[config.mk]
export PLATFORM = sky130hd
export DESIGN_NAME = crossbar_input_scheduler
export DESIGN_NICKNAME = d
export VERILOG_FILES = /design/src/rtl/crossbar_input_scheduler.sv
export SDC_FILE = /design/constraint.sdc
export NUM_CORES = 1
export LEC_CHECK = 0
export CAP_MARGIN = 20
export CELL_PAD_IN_SITES_DETAIL_PLACEMENT = 1
export CELL_PAD_IN_SITES_GLOBAL_PLACEMENT = 2
export CORE_MARGIN = 4
export CORE_UTILIZATION = 41
export DETAILED_ROUTE_END_ITERATION = 8
export GPL_TIMING_DRIVEN = 1
export PLACE_DENSITY = 0.75
export SLEW_MARGIN = 20
export SYNTH_ARGS = -nofsm -noshare
export SYNTH_HDL_FRONTEND = slang
export SYNTH_SLANG_ARGS = --single-unit
[constraint.sdc]
create_clock -name clk -period 4.04 [get_ports clk]
set_clock_uncertainty 0.2 [all_clocks]
set_input_delay 0.404 -clock clk [delete_from_list [all_inputs] [get_ports clk]]
set_output_delay 0.404 -clock clk [all_outputs]
set_load 0.005 [all_outputs]
[src/rtl/crossbar_input_scheduler.sv]
// Two-input crossbar front end: one FIFO per input port, and a scheduler that
// turns FIFO heads into registered crossbar data, select and output valids.
module crossbar_input_scheduler #(
    parameter int DEPTH = 4
) (
    input  logic       clk,
    input  logic       rst_n,
    input  logic [3:0] in1_data,
    input  logic       in1_dest,
    input  logic       in1_valid,
    output logic       in1_ready,
    input  logic [3:0] in2_data,
    input  logic       in2_dest,
    input  logic       in2_valid,
    output logic       in2_ready,
    input  logic       out_ready,
    output logic [3:0] xb_in1,
    output logic [3:0] xb_in2,
    output logic       xb_control,
    output logic       out1_vld,
    output logic       out2_vld
);

    localparam int AW = $clog2(DEPTH);
    localparam int CW = AW + 1;

    logic [3:0] w_data     [2];
    logic       w_dest     [2];
    logic       w_valid    [2];
    logic       w_ready    [2];
    logic       w_pop      [2];
    logic       w_head_vld [2];
    logic [4:0] w_head     [2];

    assign w_data[0]  = in1_data;
    assign w_data[1]  = in2_data;
    assign w_dest[0]  = in1_dest;
    assign w_dest[1]  = in2_dest;
    assign w_valid[0] = in1_valid;
    assign w_valid[1] = in2_valid;
    assign in1_ready  = w_ready[0];
    assign in2_ready  = w_ready[1];

    genvar gi;
    generate
        for (gi = 0; gi < 2; gi++) begin : g_fifo
            logic [4:0]    r_mem [DEPTH];
            logic [AW-1:0] r_wptr;
            logic [AW-1:0] r_rptr;
            logic [CW-1:0] r_count;
            logic          w_push;

            // Readiness depends on the stored count only, so a full FIFO
            // refuses a push even in a cycle where it is also popping.
            assign w_ready[gi]    = rst_n && (r_count < CW'(DEPTH));
            assign w_push         = w_valid[gi] && w_ready[gi];
            assign w_head_vld[gi] = (r_count != '0);
            assign w_head[gi]     = r_mem[r_rptr];

            always_ff @(posedge clk) begin
                if (w_push) begin
                    r_mem[r_wptr] <= {w_dest[gi], w_data[gi]};
                end
            end

            always_ff @(posedge clk or negedge rst_n) begin
                if (!rst_n) begin
                    r_wptr  <= '0;
                    r_rptr  <= '0;
                    r_count <= '0;
                end else begin
                    if (w_push) begin
                        r_wptr <= r_wptr + 1'b1;
                    end
                    if (w_pop[gi]) begin
                        r_rptr <= r_rptr + 1'b1;
                    end
                    r_count <= r_count + CW'(w_push) - CW'(w_pop[gi]);
                end
            end
        end
    endgenerate

    logic       r_rr;
    logic       w_issue;
    logic       w_g1;
    logic       w_g2;
    logic       w_nx_rr;
    logic [3:0] w_nx_in1;
    logic [3:0] w_nx_in2;
    logic       w_nx_ctrl;
    logic       w_nx_v1;
    logic       w_nx_v2;

    assign w_issue = out_ready || !(out1_vld || out2_vld);

    always_comb begin
        w_g1    = 1'b0;
        w_g2    = 1'b0;
        w_nx_rr = r_rr;
        if (w_head_vld[0] && w_head_vld[1]) begin
            if (w_head[0][4] != w_head[1][4]) begin
                w_g1 = 1'b1;
                w_g2 = 1'b1;
            end else if (!r_rr) begin
                w_g1    = 1'b1;
                w_nx_rr = 1'b1;
            end else begin
                w_g2    = 1'b1;
                w_nx_rr = 1'b0;
            end
        end else begin
            w_g1 = w_head_vld[0];
            w_g2 = w_head_vld[1];
        end

        w_nx_in1  = w_g1 ? w_head[0][3:0] : 4'd0;
        w_nx_in2  = w_g2 ? w_head[1][3:0] : 4'd0;
        // Port 1 steers the select whenever it is granted; port 2 alone must
        // cross to reach out1 and go straight to reach out2.
        w_nx_ctrl = w_g1 ? w_head[0][4] : (w_g2 ? ~w_head[1][4] : 1'b0);
        w_nx_v1   = (w_g1 && !w_head[0][4]) || (w_g2 && !w_head[1][4]);
        w_nx_v2   = (w_g1 && w_head[0][4]) || (w_g2 && w_head[1][4]);

        w_pop[0]  = w_issue && w_g1;
        w_pop[1]  = w_issue && w_g2;
    end

    always_ff @(posedge clk or negedge rst_n) begin
        if (!rst_n) begin
            r_rr       <= 1'b0;
            xb_in1     <= 4'd0;
            xb_in2     <= 4'd0;
            xb_control <= 1'b0;
            out1_vld   <= 1'b0;
            out2_vld   <= 1'b0;
        end else if (w_issue) begin
            r_rr       <= w_nx_rr;
            xb_in1     <= w_nx_in1;
            xb_in2     <= w_nx_in2;
            xb_control <= w_nx_ctrl;
            out1_vld   <= w_nx_v1;
            out2_vld   <= w_nx_v2;
        end
    end

endmodule

==> summary.txt <==
H-tree levels: 3
# DRC: 0
Tmin final: 3.42 ns
# hold bufs at CTS: 0
Wire length of the first global-routing pass: 8810 um
Cts repair resizes: 0
Antenna violations before repair: 0
Largest stage delay, worst path: 0.66 ns
CP Max Fanout: 7
Ys async rst share: 39.4%
Final setup violation count: 0
Crit-path cells: mux4_2 > xnor2_4 > a311oi_4 > ha_1 > inv_1 > ha_1 > inv_1 > fa_1 > xnor2_1 > xnor2_1
Crit start category: register
Clock Sinks: 66
Clock group share of total power: 20.7%
TNS Setup: 0 ns
Post-layout util: 50.0%
Cell row count: 30
Final Instance Area: 3380 um2
Synthesis-stage register bit count: 66
Die Footprint: 8340 um2
Via count of the first global-routing pass: 1,703
Area of the core: 6760 um2
Vias per cell: 5.17
Maximum vdd ir drop: 0.342 mV
Die Span Y: 91.3 um
Antenna violation net count after detailed routing: 0
Crit share post-route: 84.6%
Iter 0 DRT Violations: 68
Die Wd: 91.3 um
Unrepaired setup endpoints after global routing: false
Placer congestion estimate: 0.707
Worst path bufs/invs: 2
Initial DRT Pass Iterations: 4
Pin count of the biggest net entering global routing: 19
P_leak: 0.00132 uW
DP Area: 3190 um2
Fillers: 653
Worst-path clk slew: 0.07 ns
Post-CTS setup buffers: 0
Root buf cell: clkbuf_8
Net load switching power: 790 uW
Yosys Warn Count: 0
HP Class: in -> async
Post-DP HPWL: 3970 um
Worst path required time: 4.05 ns
Max Buffers Root-to-Sink: 2
Worst-margin pin slew: 0.643 ns
Final Hold Fails: 0
FMAX: 293 MHz
Slew HR: 56.8%
IO buf count: 27
FF-to-FF Start: g_fifo[0].r_rptr[0]
Crit path DAT: 3.42 ns
Post-synth EDFFs: 40
Setup crit end kind: register
Final WL: 5240 um
Post-synthesis to final-layout area growth: 18.6%
Final Hold Slack: 0.159 ns
Max-slew violation count: 0
Top_reg_cell synth: edfxtp_1
Internal power: 1640 uW
Register area share after synthesis: 65.1%
Starting Density: 42.1%
Crit path max-delay family: adder cells
Layout cells sized above 1: 12.4%
Nets: 234
Overall Power: 2430 uW
Gr usage total: 14.2%
Reg power frac: 43.2%
Cells on worst reg2reg path: 10
CP Class: reg -> reg
Total CTS buffers: 9
Clk_lat worst skew: 0.33 ns
Cells after synthesis: 172
R2R Path End: g_fifo[0].r_count[2]
Pwr/cell area: 719 nW/um2
Inserted Diodes: 0
Logic gate share of total power: 36.1%
Net Sw Frac: 32.5%
Synth Cell Area: 2850 um2
Via Count: 1,498
CTS tree: done
CP max-delay cell: mux4_2
Syn Area/Cell: 16.5 um2
R2R setup slack: 0.62 ns
Syn_nets: 201
# Max-Cap Violations: 0
Routed WL per cell: 18.1 um
Post-synth cell types: 34
Congestion Overflow GR: 0
Worst setup path startpoint: g_fifo[0].r_rptr[0]
I/O pin count: 28
Outcome: finished clean
Yosys cell counts (2+ instances only):
cell	count	area share, %
edfxtp_1	40	42
dfrtp_1	26	23
inv_1	14	1.8
ha_1	12	5.3
and3_1	9	2.0
a22o_1	8	2.5
xnor2_1	7	2.2
mux4_2	6	4.7
a21oi_1	4	0.70
mux4_1	4	3.7
nor2_1	4	0.53
o21ai_0	4	0.70
xor2_1	4	1.2
clkbuf_1	3	0.40
nand3_1	3	0.53
and2_1	2	0.44
buf_2	2	0.35
fa_1	2	1.4
nand2_1	2	0.26
nor2b_1	2	0.44
power groups by stage:
stage               clock, uW  sequential [uW]  combinational [uW]
floorplan                   0              980                 689
global placement            0             1050                 845
detailed placement          0             1070                 898
CTS                       519             1050                 900
global route              553             1080                 981
finish                    502             1050                 877
cells in the final DEF, fill, tap and decap left out, types with 6 or more instances in the layout:
master           instances
inv_1                   14
ha_1                    12
clkdlybuf4s50_1         27
dfrtp_1                 26
edfxtp_1                40
xnor2_1                  7
clkbuf_8                10
a22o_1                   8
mux4_2                   6
and3_1                   9
area by class of cell:
type,count,area [um2],share of cell area [%]
sequential,66,1850,54.9
multi-input combinational,85,902,26.7
tap,80,100,2.97
timing repair buffer,29,285,8.45
clock inverter,2,10.0,0.297
inverter,14,52.6,1.56
clock buffer,14,174,5.15
routing by layer:
metal	vias up	track usage (%)	part of all wire, %
met3	5	5.05	3.3
li1	704	-	-
met2	25	23.4	51
met1	764	17.4	45
met5	-	0	0
met4	0	4.90	1.0
kinds of logic after synthesis:
group / count (synthesis) / share of synthesized area [%]
flops: 66 / 65.1
simple gates: 26 / 5.19
compound gates: 23 / 7.03
buf+inv: 21 / 3.25
fa+ha+maj: 14 / 6.68
xor+xnor: 12 / 4.35
mux: 10 / 8.44
stage by stage:
stage,worst slack (ns),instances
floorplan,0.963,172
global placement,0.689,274
detailed placement,0.633,274
CTS,0.609,290
global route,0.406,290
finish,0.623,290
registers in the layout, summed over array words and instances, names as in the netlist:
register	flops
g_fifo.r_count	6
r_rr	1
g_fifo.r_mem	40
g_fifo.r_rptr	4
xb_in2	4
out2_vld	1
g_fifo.r_wptr	4
out1_vld	1
xb_in1	4
xb_control	1
worst max-delay path by stage:
stage	end	slack, ns	cells past startpoint
finish	g_fifo[0].r_count[2]	0.62	10
global route	g_fifo[0].r_count[2]	0.41	10
CTS	g_fifo[0].r_count[2]	0.61	10
detailed placement	g_fifo[0].r_count[2]	0.63	10
global placement	g_fifo[0].r_count[2]	0.69	10
floorplan	g_fifo[0].r_count[2]	0.96	11
No activity file was read; power rests on OpenSTA's default activity.
